### src/rtl/shifter_seq_if.sv
// Handshake/data bundle for shifter_seq.
// master: the requester driving start/op/shamt/d_in.
// slave : the shifter returning d_out/busy/done.
interface shifter_seq_if #(
    parameter int WIDTH   = 8,
    parameter int SHAMT_W = $clog2(WIDTH)
) ();
    logic               start;
    logic [2:0]         op;
    logic [SHAMT_W-1:0] shamt;
    logic [WIDTH-1:0]   d_in;
    logic [WIDTH-1:0]   d_out;
    logic               busy;
    logic               done;

    modport master (
        output start, op, shamt, d_in,
        input  d_out, busy, done
    );

    modport slave (
        input  start, op, shamt, d_in,
        output d_out, busy, done
    );
endinterface

### src/rtl/shifter_seq.sv
// Multi-cycle register shifter: LOAD/LSL/LSR/ASR (and ROL/ROR when
// SHIFTER_ROTATE_EN is defined), moving at most STEP bit positions per clock.
// Without SHIFTER_ROTATE_EN, ops 101/110 complete as NOP and no rotate logic
// is built.
//
// state   | meaning
// --------+--------------------------------------------------------------
// S_IDLE  | waiting for start; LOAD/NOP/zero-amount ops complete here
// S_SHIFT | stepping d_out by min(rem, STEP) per clock until rem reaches 0
module shifter_seq #(
    parameter int WIDTH   = 8,
    parameter int SHAMT_W = $clog2(WIDTH),
    parameter int STEP    = 2
) (
    input  logic          clk,
    input  logic          reset_n,
    shifter_seq_if.slave  io_bus
);

    typedef enum logic {S_IDLE, S_SHIFT} state_t;

    localparam logic [2:0] OP_LOAD = 3'b001;
    localparam logic [2:0] OP_LSL  = 3'b010;
    localparam logic [2:0] OP_LSR  = 3'b011;
    localparam logic [2:0] OP_ASR  = 3'b100;
`ifdef SHIFTER_ROTATE_EN
    localparam logic [2:0] OP_ROL  = 3'b101;
    localparam logic [2:0] OP_ROR  = 3'b110;
`endif

    localparam logic [SHAMT_W-1:0] STEP_C   = SHAMT_W'(STEP);
    localparam logic [SHAMT_W-1:0] SHAMT_MAX = SHAMT_W'(WIDTH - 1);

    state_t             r_state;
    logic [2:0]         r_op;
    logic [SHAMT_W-1:0] r_rem;
    logic [WIDTH-1:0]   r_d_out;
    logic               r_busy;
    logic               r_done;

    state_t             w_state_nxt;
    logic [2:0]         w_op_nxt;
    logic [SHAMT_W-1:0] w_rem_nxt;
    logic [WIDTH-1:0]   w_d_out_nxt;
    logic               w_busy_nxt;
    logic               w_done_nxt;

    logic [SHAMT_W-1:0] w_shamt_sat;
    logic [SHAMT_W-1:0] w_step;
    logic [SHAMT_W-1:0] w_rem_left;
    logic [WIDTH-1:0]   w_shifted;
    logic               w_is_shift;

    // Amounts beyond WIDTH-1 only exist when WIDTH is not a power of two.
    generate
        if ((1 << SHAMT_W) > WIDTH) begin : g_sat
            assign w_shamt_sat = (io_bus.shamt > SHAMT_MAX) ? SHAMT_MAX : io_bus.shamt;
        end else begin : g_nosat
            assign w_shamt_sat = io_bus.shamt;
        end
    endgenerate

    assign w_step     = (r_rem < STEP_C) ? r_rem : STEP_C;
    assign w_rem_left = r_rem - w_step;

    // Decode whether the requested op is a multi-cycle shift.
    always_comb begin
        w_is_shift = 1'b0;
        case (io_bus.op)
            OP_LSL, OP_LSR, OP_ASR: w_is_shift = 1'b1;
`ifdef SHIFTER_ROTATE_EN
            OP_ROL, OP_ROR:         w_is_shift = 1'b1;
`endif
            default:                w_is_shift = 1'b0;
        endcase
    end

    // One step of the latched op applied to the current result.
    always_comb begin
        w_shifted = r_d_out;
        case (r_op)
            OP_LSL: w_shifted = r_d_out << w_step;
            OP_LSR: w_shifted = r_d_out >> w_step;
            OP_ASR: w_shifted = $signed(r_d_out) >>> w_step;
`ifdef SHIFTER_ROTATE_EN
            OP_ROL: w_shifted = (r_d_out << w_step) | (r_d_out >> (WIDTH - int'(w_step)));
            OP_ROR: w_shifted = (r_d_out >> w_step) | (r_d_out << (WIDTH - int'(w_step)));
`endif
            default: w_shifted = r_d_out;
        endcase
    end

    // Next-state and next-output logic; done is a single-cycle pulse.
    always_comb begin
        w_state_nxt = r_state;
        w_op_nxt    = r_op;
        w_rem_nxt   = r_rem;
        w_d_out_nxt = r_d_out;
        w_busy_nxt  = r_busy;
        w_done_nxt  = 1'b0;
        case (r_state)
            S_IDLE: begin
                if (io_bus.start) begin
                    if (io_bus.op == OP_LOAD) begin
                        w_d_out_nxt = io_bus.d_in;
                        w_done_nxt  = 1'b1;
                    end else if (w_is_shift && (w_shamt_sat != '0)) begin
                        w_op_nxt    = io_bus.op;
                        w_rem_nxt   = w_shamt_sat;
                        w_busy_nxt  = 1'b1;
                        w_state_nxt = S_SHIFT;
                    end else begin
                        w_done_nxt  = 1'b1;
                    end
                end
            end
            S_SHIFT: begin
                w_d_out_nxt = w_shifted;
                w_rem_nxt   = w_rem_left;
                if (w_rem_left == '0) begin
                    w_busy_nxt  = 1'b0;
                    w_done_nxt  = 1'b1;
                    w_state_nxt = S_IDLE;
                end
            end
            default: begin
                w_state_nxt = S_IDLE;
                w_busy_nxt  = 1'b0;
            end
        endcase
    end

    // State and datapath registers; reset abandons any shift in flight.
    always_ff @(posedge clk or negedge reset_n) begin
        if (!reset_n) begin
            r_state <= S_IDLE;
            r_op    <= '0;
            r_rem   <= '0;
            r_d_out <= '0;
            r_busy  <= 1'b0;
            r_done  <= 1'b0;
        end else begin
            r_state <= w_state_nxt;
            r_op    <= w_op_nxt;
            r_rem   <= w_rem_nxt;
            r_d_out <= w_d_out_nxt;
            r_busy  <= w_busy_nxt;
            r_done  <= w_done_nxt;
        end
    end

    assign io_bus.d_out = r_d_out;
    assign io_bus.busy  = r_busy;
    assign io_bus.done  = r_done;

endmodule

### src/flat_wrapper.sv
// flat-port wrapper written by rule: the top's interface ports become plain ports
module shifter_seq_flat 
#(
    parameter int WIDTH   = 8,
    parameter int SHAMT_W = $clog2(WIDTH),
    parameter int STEP    = 2
)
  (clk, reset_n, io_bus_start, io_bus_op, io_bus_shamt, io_bus_d_in, io_bus_d_out, io_bus_busy, io_bus_done);
  shifter_seq_if #(.WIDTH(WIDTH), .SHAMT_W(SHAMT_W)) io_bus_i ();
  input  logic clk;
  input  logic reset_n;
  input wire logic [$bits(io_bus_i.start)-1:0] io_bus_start;
  input wire logic [$bits(io_bus_i.op)-1:0] io_bus_op;
  input wire logic [$bits(io_bus_i.shamt)-1:0] io_bus_shamt;
  input wire logic [$bits(io_bus_i.d_in)-1:0] io_bus_d_in;
  output wire logic [$bits(io_bus_i.d_out)-1:0] io_bus_d_out;
  output wire logic [$bits(io_bus_i.busy)-1:0] io_bus_busy;
  output wire logic [$bits(io_bus_i.done)-1:0] io_bus_done;
  assign io_bus_i.start = io_bus_start;
  assign io_bus_i.op = io_bus_op;
  assign io_bus_i.shamt = io_bus_shamt;
  assign io_bus_i.d_in = io_bus_d_in;
  assign io_bus_d_out = io_bus_i.d_out;
  assign io_bus_busy = io_bus_i.busy;
  assign io_bus_done = io_bus_i.done;
  shifter_seq #(.WIDTH(WIDTH), .SHAMT_W(SHAMT_W), .STEP(STEP)) u_core (.clk(clk), .reset_n(reset_n), .io_bus(io_bus_i));
endmodule
### config.mk
export PLATFORM = sky130hd
export DESIGN_NAME = shifter_seq_flat
export DESIGN_NICKNAME = d
export VERILOG_FILES = /design/src/rtl/shifter_seq_if.sv /design/src/rtl/shifter_seq.sv /design/src/flat_wrapper.sv
export SDC_FILE = /design/constraint.sdc
export NUM_CORES = 1
export LEC_CHECK = 0
export ABC_AREA = 1
export BUFFER_PORTS_ARGS = -buffer_cell sky130_fd_sc_hd__buf_2
export CORE_MARGIN = 2
export CORE_UTILIZATION = 45
export DETAILED_ROUTE_END_ITERATION = 7
export PLACE_DENSITY = 0.77
export SLEW_MARGIN = 20
export SYNTH_ARGS = -nofsm -noshare
export SYNTH_HDL_FRONTEND = slang
export SYNTH_SLANG_ARGS = --single-unit
### constraint.sdc
create_clock -name clk -period 1.4 [get_ports clk]
set_clock_uncertainty 0.1 [all_clocks]
set_input_delay 0.07 -clock clk [delete_from_list [all_inputs] [get_ports clk]]
set_output_delay 0.07 -clock clk [all_outputs]
set_load 0.1 [all_outputs]
==> impl_metrics.prom, run 1 <==
# TYPE chip_impl_metric gauge
chip_impl_info{name="run_status",value="finished with violations"} 1
chip_impl_info{name="failed_checks",value="hold timing, setup timing"} 1
chip_impl_metric{name="nFillCells",unit=""} 229
chip_impl_metric{name="floorplan.io_pins",unit=""} 27
chip_impl_metric{name="totalWireLength",unit="microns"} 3670
chip_impl_metric{name="place_hpwl",unit="microns"} 2340
chip_impl_metric{name="antenna-diode-count",unit=""} 0
chip_impl_metric{name="post_synth_instance_area",unit="sq um"} 1310
chip_impl_metric{name="cts_inserted_buffers",unit=""} 3
chip_impl_metric{name="via_per_inst",unit=""} 5.25
chip_impl_metric{name="final_core_util",unit=""} 0.691
chip_impl_metric{name="finalInstanceArea",unit="sq um"} 1910
chip_impl_metric{name="synth_simple_gate_area_share",unit=""} 0.419
chip_impl_metric{name="cts-root-to-sink-buffers",unit=""} 2
chip_impl_metric{name="cts_max_level",unit=""} 1
chip_impl_metric{name="placement_rows",unit=""} 19
chip_impl_metric{name="grt_start_max_net_pins",unit=""} 18
chip_impl_metric{name="finalCritPeriodShare",unit=""} 1.03
chip_impl_metric{name="drt.antenna.violating_nets",unit=""} 0
chip_impl_metric{name="io_buffers",unit=""} 26
chip_impl_metric{name="grtUsageTotal",unit=""} 0.214
chip_impl_info{name="most_frequent_cells_in_the_layout",value="sky130_fd_sc_hd__nand2_1, sky130_fd_sc_hd__buf_2, sky130_fd_sc_hd__buf_4"} 1
chip_impl_info{name="biggest_area_consumer_among_synthesized_cells",value="sky130_fd_sc_hd__dfrtp_1"} 1
chip_impl_metric{name="power.clock.fraction",unit=""} 0.056
chip_impl_metric{name="post_synth_fa_ha_maj_area_fraction",unit=""} 0
chip_impl_metric{name="drt-pass1-iter-count",unit=""} 4
chip_impl_info{name="cp_slowest_cell",value="sky130_fd_sc_hd__dfrtp_1"} 1
chip_impl_metric{name="placed_cells",unit=""} 249
chip_impl_metric{name="ff_latch_area",unit="sq um"} 437
chip_impl_metric{name="multi_input_area",unit="sq um"} 883
chip_impl_metric{name="finalSetupViolations",unit=""} 5
chip_impl_metric{name="clk_pin_slew_worst_paths",unit="ns"} 0.11
chip_impl_metric{name="power.combinational.fraction",unit=""} 0.737
chip_impl_info{name="class_of_the_tightest_hold_or_removal_check",value="in -> reg"} 1
chip_impl_metric{name="vias",unit=""} 1464
chip_impl_metric{name="post_synth_inst_count",unit=""} 189
chip_impl_info{name="path_common_cell",value="sky130_fd_sc_hd__nand2_4"} 1
chip_impl_metric{name="yosys.area.top_type_share",unit=""} 0.326
chip_impl_metric{name="first_iter_violations",unit=""} 96
chip_impl_metric{name="seq_power_share",unit=""} 0.206
chip_impl_metric{name="netSwitchingFraction",unit=""} 0.587
chip_impl_metric{name="yosysSeqAreaShare",unit=""} 0.326
chip_impl_metric{name="grt_total_ovfl",unit=""} 0
chip_impl_metric{name="post-route-drc-count",unit=""} 0
chip_impl_info{name="setup_repair_after_global_routing_missed_its_margin",value="yes"} 1
chip_impl_info{name="layout_commonest_cell",value="sky130_fd_sc_hd__nand2_1"} 1
chip_impl_metric{name="yosys.area_share.xor_xnor",unit=""} 0
chip_impl_metric{name="max_clk_rate",unit="MHz"} 695
chip_impl_info{name="endpoint_kind",value="register"} 1
chip_impl_metric{name="detail_route.wl_per_cell",unit="microns"} 13.2
chip_impl_metric{name="synth-seq-cells",unit=""} 17
chip_impl_metric{name="internal_power",unit="W"} 0.00207
chip_impl_metric{name="fin_worst_hold_slack",unit="ns"} -0.0126
chip_impl_metric{name="leakagePower",unit="nW"} 0.937
chip_impl_metric{name="gp_routability_congestion",unit=""} 0.842
chip_impl_metric{name="grt_antenna_before_repair",unit=""} 0
chip_impl_metric{name="cts.sinks",unit=""} 17
chip_impl_metric{name="synth_cell_type_count",unit=""} 23
chip_impl_metric{name="post_synth.cell_area_avg",unit="sq um"} 6.90
chip_impl_metric{name="syn-num-nets",unit=""} 206
chip_impl_metric{name="setup.reg_to_reg.worst_slack",unit="ns"} -0.04
chip_impl_metric{name="summed_negative_setup_slack_over_all_endpoints",unit="ns"} -0.110
chip_impl_metric{name="first_global_vias",unit=""} 1251
chip_impl_info{name="largest_family_of_logic_cells_by_synthesized_area",value="simple AND/OR/NAND/NOR gates"} 1
chip_impl_metric{name="die_w",unit="microns"} 57.9
chip_impl_info{name="cts-root-buf",value="sky130_fd_sc_hd__clkbuf_4"} 1
chip_impl_metric{name="syn2layout_area_growth",unit="%"} 46.1
chip_impl_metric{name="worstMarginPinSlew",unit="ns"} 0.488
chip_impl_metric{name="floorplan.initialDensity",unit=""} 0.473
chip_impl_metric{name="cp.required",unit="ns"} 1.50
chip_impl_metric{name="drv.max_cap_violation_count",unit=""} 0
chip_impl_metric{name="drive_above_1_share",unit=""} 0.444
chip_impl_metric{name="postPlaceCellArea",unit="sq um"} 1510
chip_impl_metric{name="p_per_area",unit="nW/um^2"} 2630
chip_impl_metric{name="hold_violations",unit=""} 2
chip_impl_info{name="tritoncts",value="built"} 1
chip_impl_metric{name="synth_compound_gate_area_share",unit=""} 0.168
chip_impl_metric{name="switching_power",unit="W"} 0.00294
chip_impl_metric{name="cp_max_fo",unit=""} 4
chip_impl_metric{name="finalNetCount",unit=""} 266
chip_impl_metric{name="max_stage_delay",unit="ns"} 0.43
chip_impl_metric{name="floorplan.die.height",unit="microns"} 57.9
chip_impl_info{name="cp_cell_sequence",value="nor2_2, nand2_2, nand2_4, nand2_4, buf_4, o21ai_0, a21oi_2"} 1
chip_impl_info{name="path_type_of_the_worst_setup_path",value="reg -> reg"} 1
chip_impl_metric{name="design.core.area",unit="sq um"} 2760
chip_impl_metric{name="cp.arrival",unit="ns"} 1.54
chip_impl_info{name="synthTopCellsByArea",value="sky130_fd_sc_hd__dfrtp_1, sky130_fd_sc_hd__nand2_1, sky130_fd_sc_hd__nor2_1"} 1
chip_impl_metric{name="clkLatencyLatePin",unit="ns"} 0.30
chip_impl_metric{name="dieArea",unit="sq um"} 3350
chip_impl_info{name="cp-start-kind",value="register"} 1
chip_impl_metric{name="synth.area.mux_share",unit=""} 0
chip_impl_metric{name="relSlewSlack",unit=""} 0.677
chip_impl_metric{name="finish.cell_count_without_fillers",unit=""} 279
chip_impl_metric{name="yosysWarningCount",unit=""} 0
chip_impl_metric{name="final_period_minus_worst_setup_slack",unit="ns"} 1.44
chip_impl_metric{name="grt_first_pass_wirelength",unit="microns"} 5510
chip_impl_metric{name="irDropWorstVdd",unit="V"} 0.00241
chip_impl_metric{name="timing_max_transition_violations_final",unit=""} 0
chip_impl_metric{name="setup_slack",unit="ns"} -0.0389
sequential cells by signal (all words and copies together), names as in the netlist:
signal and count:
u_core.io_bus.d_out 8, u_core.io_bus.busy 1, u_core.io_bus.done 1, u_core.r_state 1
u_core.r_op 3, u_core.r_rem 3
what timing repair did:
| item | in CTS | in global routing |
|---|---|---|
| gates cloned | 0 | 2 |
| pin swaps | 0 | 16 |
| hold endpoints to repair | 27 | 0 |
| hold buffers | 12 | 0 |
| setup endpoints to repair | 5 | 14 |
| buffers inserted | 1 | 14 |
| gates resized for setup | 2 | 36 |
worst paths after layout:
check                                        start                     end  cells after the start
max in group asynchronous                  reset_n         u_core.r_rem[0]                      2
min in group asynchronous                  reset_n  u_core.io_bus.d_out[5]                      2
worst min register to register  u_core.io_bus.busy      u_core.io_bus.busy                      2
worst max-delay path                u_core.r_op[0]  u_core.io_bus.d_out[2]                      7
worst max register to register      u_core.r_op[0]  u_core.io_bus.d_out[2]                      7
worst min-delay path                io_bus_d_in[3]  u_core.io_bus.d_out[3]                      3
cells in the mapped netlist, drive strengths merged:
cell type / instances
a21boi: 1
a21oi: 10
buf: 6
dfrtp: 17
inv: 16
nand2: 66
nand3: 21
nand4: 1
nor2: 25
o211ai: 4
o21ai: 19
o22ai: 1
or2: 2
worst max-delay path, delay by kind of cell, from the launching register on:
family          cells  cell delay (ns)
simple gates        4             0.47
compound gates      2             0.19
buf+inv             1             0.15
flops               1             0.43
power by group through the flow:
stage                     clock network (W)  logic, W  registers [W]
after floorplan                           0   0.00153        0.00194
after global placement                    0   0.00302        0.00101
after detailed placement                  0   0.00304        0.00101
after CTS                          0.000288   0.00310        0.00100
after global routing               0.000309   0.00397        0.00107
final                              0.000281   0.00369        0.00103
logic make-up after synthesis:
group                  count (synthesis)
buffers and inverters                 22
AND/OR/NAND/NOR                      115
AO/OA/AOI/OAI                         35
flip-flops                            17
per-layer routing:
| metal | wire (microns) | up-vias | track usage |
|---|---|---|---|
| li1 | - | 731 | - |
| met1 | 1510 | 677 | 0.260 |
| met2 | 1940 | 50 | 0.375 |
| met3 | 168 | 6 | 0.0469 |
| met4 | 51 | 0 | 0.0664 |
| met5 | 0 | - | 0 |
through the flow:
step / total power, W / setup slack (ns)
2_1_floorplan: 0.00347 / -0.00306
3_3_place_gp: 0.00402 / 0.0185
3_5_place_dp: 0.00405 / 0.0128
4_1_cts: 0.00439 / -0.00880
5_1_grt: 0.00534 / -0.122
6_report: 0.00501 / -0.0389
final cells by class:
type                            instances  area share
Clock buffer                            3      0.0118
Clock inverter                          1     0.00262
Inverter                               16      0.0335
Multi-Input combinational cell        151       0.463
Sequential cell                        17       0.229
Tap cell                               31      0.0203
Timing Repair Buffer                   60       0.240
Note: power is estimated with default switching activity, not from simulation.
==> inputs of run 2 (changes only) <==
--- a/config.mk
+++ b/config.mk
@@ -11,6 +11,7 @@
 export CORE_UTILIZATION = 45
 export DETAILED_ROUTE_END_ITERATION = 7
 export PLACE_DENSITY = 0.77
+export SETUP_SLACK_MARGIN = 0.2
 export SLEW_MARGIN = 20
 export SYNTH_ARGS = -nofsm -noshare
 export SYNTH_HDL_FRONTEND = slang
==> impl_metrics.prom, run 2 (same netlist as run 1, synthesis figures left out) <==
# TYPE chip_impl_metric gauge
chip_impl_metric{name="postPlaceCellArea",unit="sq um"} 1540
chip_impl_metric{name="design.core.area",unit="sq um"} 2760
chip_impl_metric{name="grt_total_ovfl",unit=""} 0
chip_impl_metric{name="die_w",unit="microns"} 57.9
chip_impl_metric{name="first_iter_violations",unit=""} 64
chip_impl_metric{name="vias",unit=""} 1500
chip_impl_metric{name="grt_start_max_net_pins",unit=""} 18
chip_impl_metric{name="worstMarginPinSlew",unit="ns"} 0.438
chip_impl_info{name="timing.rr.start",value="u_core.r_op[1]"} 1
chip_impl_info{name="cp_cell_sequence",value="nor2_4, nand2_4, nand2_4, nand2_4, nand2_8, nand2_4, nor2_1, nand2_1, nand2_1"} 1
chip_impl_metric{name="drt.antenna.violating_nets",unit=""} 0
chip_impl_info{name="layout_commonest_cell",value="sky130_fd_sc_hd__nand2_1"} 1
chip_impl_metric{name="timing_max_transition_violations_final",unit=""} 0
chip_impl_metric{name="io_buffers",unit=""} 26
chip_impl_info{name="cts-root-buf",value="sky130_fd_sc_hd__clkbuf_4"} 1
chip_impl_metric{name="cp_max_fo",unit=""} 6
chip_impl_metric{name="setup.reg_to_reg.worst_slack",unit="ns"} -0.04
chip_impl_metric{name="cts.sinks",unit=""} 17
chip_impl_metric{name="placement_rows",unit=""} 19
chip_impl_metric{name="detail_route.wl_per_cell",unit="microns"} 13.8
chip_impl_metric{name="multi_input_area",unit="sq um"} 910
chip_impl_metric{name="worst-r2r-cell-count",unit=""} 9
chip_impl_metric{name="finalNetCount",unit=""} 261
chip_impl_metric{name="place_hpwl",unit="microns"} 2390
chip_impl_metric{name="finalSetupViolations",unit=""} 2
chip_impl_info{name="setup_repair_after_global_routing_missed_its_margin",value="yes"} 1
chip_impl_metric{name="first_global_vias",unit=""} 1337
chip_impl_metric{name="clk_pin_slew_worst_paths",unit="ns"} 0.11
chip_impl_info{name="path_type_of_the_worst_setup_path",value="reg -> reg"} 1
chip_impl_metric{name="depth_of_the_worst_hold_timing_path",unit=""} 3
chip_impl_metric{name="via_per_inst",unit=""} 5.47
chip_impl_metric{name="relSlewSlack",unit=""} 0.707
chip_impl_metric{name="cts-root-to-sink-buffers",unit=""} 2
chip_impl_metric{name="cp.arrival",unit="ns"} 1.59
chip_impl_metric{name="max_clk_rate",unit="MHz"} 693
chip_impl_info{name="min_from",value="io_bus_start"} 1
chip_impl_metric{name="cp.required",unit="ns"} 1.55
chip_impl_metric{name="grt_first_pass_wirelength",unit="microns"} 5840
chip_impl_metric{name="floorplan.die.height",unit="microns"} 57.9
chip_impl_metric{name="drive_above_1_share",unit=""} 0.481
chip_impl_metric{name="finalCritPeriodShare",unit=""} 1.03
chip_impl_metric{name="ff_latch_area",unit="sq um"} 458
chip_impl_metric{name="grt_antenna_before_repair",unit=""} 0
chip_impl_metric{name="dieArea",unit="sq um"} 3350
chip_impl_metric{name="drv.max_cap_violation_count",unit=""} 0
chip_impl_metric{name="post-route-drc-count",unit=""} 0
chip_impl_info{name="cp-start-kind",value="register"} 1
chip_impl_metric{name="fin_worst_hold_slack",unit="ns"} -0.0120
chip_impl_info{name="run_status",value="finished with violations"} 1
chip_impl_metric{name="antenna-diode-count",unit=""} 0
chip_impl_info{name="hold_path_end",value="u_core.r_op[1]"} 1
chip_impl_metric{name="largest_reg_flops",unit=""} 8
chip_impl_metric{name="cts_inserted_buffers",unit=""} 3
chip_impl_info{name="cp_slowest_cell",value="sky130_fd_sc_hd__dfrtp_1"} 1
chip_impl_metric{name="totalWireLength",unit="microns"} 3790
chip_impl_metric{name="floorplan.initialDensity",unit=""} 0.473
chip_impl_metric{name="grtUsageTotal",unit=""} 0.224
chip_impl_info{name="most_frequent_cells_in_the_layout",value="sky130_fd_sc_hd__nand2_1, sky130_fd_sc_hd__nor2_1, sky130_fd_sc_hd__buf_2"} 1
chip_impl_info{name="failed_checks",value="hold timing, setup timing"} 1
chip_impl_metric{name="syn2layout_area_growth",unit="%"} 53.3
chip_impl_metric{name="hold_violations",unit=""} 3
chip_impl_info{name="tritoncts",value="built"} 1
chip_impl_metric{name="final_period_minus_worst_setup_slack",unit="ns"} 1.44
chip_impl_metric{name="setup_slack",unit="ns"} -0.0423
chip_impl_info{name="class_of_the_tightest_hold_or_removal_check",value="in -> reg"} 1
chip_impl_info{name="path_common_cell",value="sky130_fd_sc_hd__nand2_4"} 1
chip_impl_metric{name="drt-pass1-iter-count",unit=""} 4
chip_impl_metric{name="cts_max_level",unit=""} 1
chip_impl_metric{name="gp_routability_congestion",unit=""} 0.876
chip_impl_info{name="endpoint_kind",value="register"} 1
chip_impl_metric{name="finalInstanceArea",unit="sq um"} 2000
chip_impl_metric{name="floorplan.io_pins",unit=""} 27
chip_impl_metric{name="nFillCells",unit=""} 205
chip_impl_info{name="regToRegEndpoint",value="u_core.io_bus.d_out[6]"} 1
chip_impl_metric{name="max_stage_delay",unit="ns"} 0.44
chip_impl_metric{name="clkLatencyLatePin",unit="ns"} 0.30
## run 2: cell count changes in the layout (fill, tap and decap cells not counted), moves of 4 or more
cell | previous run | this run
sky130_fd_sc_hd__dfrtp_4 | 0 | 7
sky130_fd_sc_hd__buf_12 | 1 | 7
sky130_fd_sc_hd__nand2_1 | 54 | 47
sky130_fd_sc_hd__buf_4 | 18 | 14
sky130_fd_sc_hd__buf_2 | 24 | 16
sky130_fd_sc_hd__dfrtp_2 | 9 | 5
sky130_fd_sc_hd__o21ai_1 | 4 | 8
sky130_fd_sc_hd__nand2_2 | 5 | 11
## run 2: stage by stage
stage / setup TNS, ns / util / instances / hold WS (ns) / setup slack, ns
final: -0.0778 / 0.725 / 274 / -0.0120 / -0.0423
after CTS: 0 / 0.678 / 270 / 0.00106 / 0.0241
after global placement: -0.0343 / 0.559 / 251 / -0.0818 / -0.0173
after floorplan: 0 / - / 189 / -0.326 / 0.117
after detailed placement: -0.0695 / 0.559 / 251 / -0.0773 / -0.0328
after global routing: -0.366 / 0.725 / 274 / 0.00589 / -0.140
## run 2: layer usage
metal	global-route usage	vias to the layer above	routed length, microns
li1	-	728	-
met1	0.273	689	1470
met4	0.0664	0	58
met3	0.0446	6	277
met5	0	-	0
met2	0.396	77	1980
## run 2: how the worst max path moves through the flow
| stage | to | slack, ns | start |
|---|---|---|---|
| global route | u_core.io_bus.d_out[6] | -0.14 | u_core.r_op[1] |
| detailed placement | u_core.io_bus.d_out[7] | -0.03 | u_core.r_rem[2] |
| finish | u_core.io_bus.d_out[6] | -0.04 | u_core.r_op[1] |
| global placement | u_core.io_bus.d_out[6] | -0.02 | u_core.r_rem[2] |
| CTS | u_core.io_bus.d_out[6] | 0.02 | u_core.r_op[1] |
| floorplan | u_core.io_bus.d_out[2] | 0.12 | u_core.io_bus.d_out[0] |
## run 2: final cells by class
| cell class | count | area share |
|---|---|---|
| Clock buffer | 3 | 0.0113 |
| Clock inverter | 1 | 0.00250 |
| Inverter | 16 | 0.0313 |
| Multi-Input combinational cell | 152 | 0.455 |
| Sequential cell | 17 | 0.229 |
| Tap cell | 31 | 0.0194 |
| Timing Repair Buffer | 54 | 0.252 |
## run 2: timing repair
item	CTS	global route
hold buffers	10	0
cloned	2	1
pin swaps	13	11
resized for setup	44	29
endpoints found under the setup margin	23	24
hold endpoints to repair	25	0
setup buffers	3	3
## run 2: worst max-delay path, delay by kind of cell (launching register included)
family / cells / cell delay, ns
and+or+nand+nor: 9 / 0.85
DFF: 1 / 0.44
Power of run 2 is left out: the tool's default activity adds up to more than one toggle a clock period on the data nets, which glitch-free logic cannot reach.
==> inputs of run 3 (changes only) <==
--- a/config.mk
+++ b/config.mk
@@ -5,11 +5,12 @@
 export SDC_FILE = /design/constraint.sdc
 export NUM_CORES = 1
 export LEC_CHECK = 0
-export ABC_AREA = 1
+export ABC_AREA = 0
 export BUFFER_PORTS_ARGS = -buffer_cell sky130_fd_sc_hd__buf_2
 export CORE_MARGIN = 2
 export CORE_UTILIZATION = 45
 export DETAILED_ROUTE_END_ITERATION = 7
+export HOLD_SLACK_MARGIN = 0.12
 export PLACE_DENSITY = 0.77
 export SETUP_SLACK_MARGIN = 0.2
 export SLEW_MARGIN = 20
==> impl_metrics.prom, run 3 <==
# TYPE chip_impl_metric gauge
chip_impl_metric{name="cts_max_level",unit=""} 1
chip_impl_metric{name="synth_simple_gate_area_share",unit=""} 0.255
chip_impl_metric{name="cts.sinks",unit=""} 17
chip_impl_info{name="biggest_area_consumer_among_synthesized_cells",value="sky130_fd_sc_hd__dfrtp_1"} 1
chip_impl_metric{name="clk_pin_slew_worst_paths",unit="ns"} 0.12
chip_impl_metric{name="finalCritPeriodShare",unit=""} 1.28
chip_impl_metric{name="drt.antenna.violating_nets",unit=""} 0
chip_impl_metric{name="place_hpwl",unit="microns"} 3110
chip_impl_metric{name="placement_rows",unit=""} 19
chip_impl_info{name="postSynth.topFlopCell",value="sky130_fd_sc_hd__dfrtp_1"} 1
chip_impl_metric{name="yosys.area.top_type_share",unit=""} 0.327
chip_impl_metric{name="synth_compound_gate_area_share",unit=""} 0.318
chip_impl_info{name="run_status",value="finished with violations"} 1
chip_impl_info{name="layout_commonest_cell",value="sky130_fd_sc_hd__buf_4"} 1
chip_impl_metric{name="leakagePower",unit="nW"} 1.07
chip_impl_info{name="most_frequent_cells_in_the_layout",value="sky130_fd_sc_hd__buf_4, sky130_fd_sc_hd__dlygate4sd3_1, sky130_fd_sc_hd__nand2_1, sky130_fd_sc_hd__buf_2, sky130_fd_sc_hd__buf_6"} 1
chip_impl_metric{name="post_synth.cell_area_avg",unit="sq um"} 8.62
chip_impl_info{name="cp-start-kind",value="register"} 1
chip_impl_metric{name="grt_total_ovfl",unit=""} 0
chip_impl_metric{name="floorplan.die.height",unit="microns"} 57.8
chip_impl_metric{name="detail_route.wl_per_cell",unit="microns"} 19.0
chip_impl_metric{name="synth_enable_flop_cells",unit=""} 0
chip_impl_metric{name="cp.required",unit="ns"} 1.53
chip_impl_metric{name="cts_inserted_buffers",unit=""} 3
chip_impl_metric{name="cp_max_fo",unit=""} 6
chip_impl_metric{name="total_power",unit="W"} 0.00540
chip_impl_metric{name="synth_async_sr_flop_share",unit=""} 1.00
chip_impl_metric{name="via_per_inst",unit=""} 6.11
chip_impl_metric{name="drive_above_1_share",unit=""} 0.563
chip_impl_metric{name="hold_violations",unit=""} 0
chip_impl_metric{name="finalSetupViolations",unit=""} 8
chip_impl_metric{name="design.core.area",unit="sq um"} 2760
chip_impl_metric{name="grt_antenna_before_repair",unit=""} 0
chip_impl_metric{name="post_synth_instance_area",unit="sq um"} 1300
chip_impl_info{name="cts-root-buf",value="sky130_fd_sc_hd__clkbuf_4"} 1
chip_impl_metric{name="yosysWarningCount",unit=""} 0
chip_impl_metric{name="irDropWorstVdd",unit="V"} 0.00246
chip_impl_metric{name="worstMarginPinSlew",unit="ns"} 0.391
chip_impl_info{name="path_type_of_the_worst_setup_path",value="reg -> reg"} 1
chip_impl_metric{name="syn-num-nets",unit=""} 168
chip_impl_metric{name="final_period_minus_worst_setup_slack",unit="ns"} 1.79
chip_impl_metric{name="yosys.area_share.xor_xnor",unit=""} 0
chip_impl_info{name="synthTopCellsByArea",value="sky130_fd_sc_hd__dfrtp_1, sky130_fd_sc_hd__nand2_1, sky130_fd_sc_hd__a21oi_1"} 1
chip_impl_metric{name="cts-root-to-sink-buffers",unit=""} 2
chip_impl_info{name="endpoint_kind",value="register"} 1
chip_impl_metric{name="grt_first_pass_wirelength",unit="microns"} 7780
chip_impl_metric{name="max_clk_rate",unit="MHz"} 557
chip_impl_metric{name="timing_max_transition_violations_final",unit=""} 0
chip_impl_metric{name="p_per_area",unit="nW/um^2"} 2280
chip_impl_metric{name="cp.arrival",unit="ns"} 1.93
chip_impl_metric{name="post_synth_inst_count",unit=""} 151
chip_impl_metric{name="vias",unit=""} 1657
chip_impl_metric{name="grt_start_max_net_pins",unit=""} 19
chip_impl_metric{name="gp_routability_congestion",unit=""} 0.936
chip_impl_metric{name="relSlewSlack",unit=""} 0.737
chip_impl_metric{name="preCtsSetupSlack",unit="ns"} -0.423
chip_impl_metric{name="die_w",unit="microns"} 57.8
chip_impl_metric{name="post-route-drc-count",unit=""} 0
chip_impl_info{name="synthMostInstantiatedCell",value="sky130_fd_sc_hd__nand2_1"} 1
chip_impl_metric{name="synth-seq-cells",unit=""} 17
chip_impl_metric{name="clkLatencyLatePin",unit="ns"} 0.33
chip_impl_metric{name="synth_cell_type_count",unit=""} 54
chip_impl_metric{name="drt-pass1-iter-count",unit=""} 4
chip_impl_metric{name="first_global_vias",unit=""} 1595
chip_impl_info{name="tritoncts",value="built"} 1
chip_impl_metric{name="summed_negative_setup_slack_over_all_endpoints",unit="ns"} -2.80
chip_impl_metric{name="antenna-diode-count",unit=""} 0
chip_impl_metric{name="finalNetCount",unit=""} 258
chip_impl_info{name="largest_family_of_logic_cells_by_synthesized_area",value="compound AO/OA/AOI/OAI gates"} 1
chip_impl_metric{name="drv.max_cap_violation_count",unit=""} 0
chip_impl_metric{name="floorplan.initialDensity",unit=""} 0.472
chip_impl_metric{name="totalWireLength",unit="microns"} 5140
chip_impl_metric{name="syn2layout_area_growth",unit="%"} 82.1
chip_impl_info{name="setup_repair_after_global_routing_missed_its_margin",value="yes"} 1
chip_impl_metric{name="post_synth_fa_ha_maj_area_fraction",unit=""} 0
chip_impl_metric{name="io_buffers",unit=""} 26
chip_impl_metric{name="first_iter_violations",unit=""} 98
chip_impl_metric{name="yosysSeqAreaShare",unit=""} 0.327
chip_impl_metric{name="grtUsageTotal",unit=""} 0.310
chip_impl_metric{name="largest_reg_flops",unit=""} 8
chip_impl_info{name="failed_checks",value="setup timing"} 1
chip_impl_info{name="class_of_the_tightest_hold_or_removal_check",value="in -> reg"} 1
chip_impl_metric{name="setup_slack",unit="ns"} -0.394
chip_impl_metric{name="synth.area.mux_share",unit=""} 0.0327
chip_impl_metric{name="floorplan.io_pins",unit=""} 27
chip_impl_metric{name="dieArea",unit="sq um"} 3340
chip_impl_info{name="synth_top_cells_by_count",value="sky130_fd_sc_hd__nand2_1, sky130_fd_sc_hd__dfrtp_1, sky130_fd_sc_hd__a21oi_1, sky130_fd_sc_hd__o21ai_0, sky130_fd_sc_hd__nor2_1"} 1
run 3: cell types whose count changed in the layout (fill, tap and decap cells not counted), sizes merged, moves of 7 or more:
cell,previous run,this run
nand3,21,5
buf,44,79
o21ai,19,12
inv,16,4
nor2,25,7
nand2,68,20
run 3: cell families after synthesis:
family | Yosys count
and+or+nand+nor | 56
buffers and inverters | 15
muxes | 4
AOI/OAI and AO/OA | 59
DFF | 17
run 3: worst max-delay path, cell delays in order, from the launching register on:
cell and delay [ns]:
sky130_fd_sc_hd__dfrtp_2 0.48, sky130_fd_sc_hd__or3b_4 0.47, sky130_fd_sc_hd__and3_4 0.20, sky130_fd_sc_hd__o21ai_1 0.14, sky130_fd_sc_hd__nand3_1 0.11, sky130_fd_sc_hd__a22o_1 0.19
run 3: through the flow:
| stage | instance area, sq um | cells | hold slack (ns) | util |
|---|---|---|---|---|
| floorplan | 1390 | 151 | -0.326 | - |
| global placement | 1800 | 238 | -0.0790 | 0.652 |
| detailed placement | 1800 | 238 | -0.0775 | 0.652 |
| CTS | 2270 | 271 | 0.132 | 0.823 |
| global route | 2370 | 271 | 0.141 | 0.859 |
| finish | 2370 | 271 | 0.119 | 0.859 |
run 3: power by group:
group          total [W]  switching [W]  internal [W]
Clock           0.000305       0.000197      0.000107
Sequential       0.00101       0.000297      0.000716
Combinational    0.00408        0.00229       0.00180
run 3: area by class of cell:
class	count	area [sq um]
multi-input cells	119	972
repair buffers	96	875
flip-flops and latches	17	442
fillers	136	388
well taps	31	38.8
clock buffers	3	22.5
inverters	4	15.0
clock inverters	1	5.00
run 3: timing repair:
item,CTS,global route
hold endpoints to repair,31,0
resized for setup,56,22
pin swaps,15,8
endpoints found under the setup margin,25,42
hold buffers,16,0
setup buffers,13,0
run 3: routing by layer:
metal,GRT usage,vias up,share of wire
met2,0.549,88,0.51
li1,-,746,-
met4,0.156,0,0.058
met1,0.363,794,0.38
met5,0,-,0
met3,0.0469,29,0.051
run 3: worst paths after layout:
path                                          end  slack (ns)  depth (start not counted)                from
setup reg to reg           u_core.io_bus.d_out[4]       -0.39                          5      u_core.r_op[1]
min in group asynchronous  u_core.io_bus.d_out[1]        0.61                          3             reset_n
hold / removal                 u_core.io_bus.done        0.12                          4     io_bus_shamt[2]
max in group asynchronous  u_core.io_bus.d_out[6]        0.35                          3             reset_n
hold reg to reg                u_core.io_bus.busy        0.42                          1  u_core.io_bus.busy
setup / recovery           u_core.io_bus.d_out[4]       -0.39                          5      u_core.r_op[1]
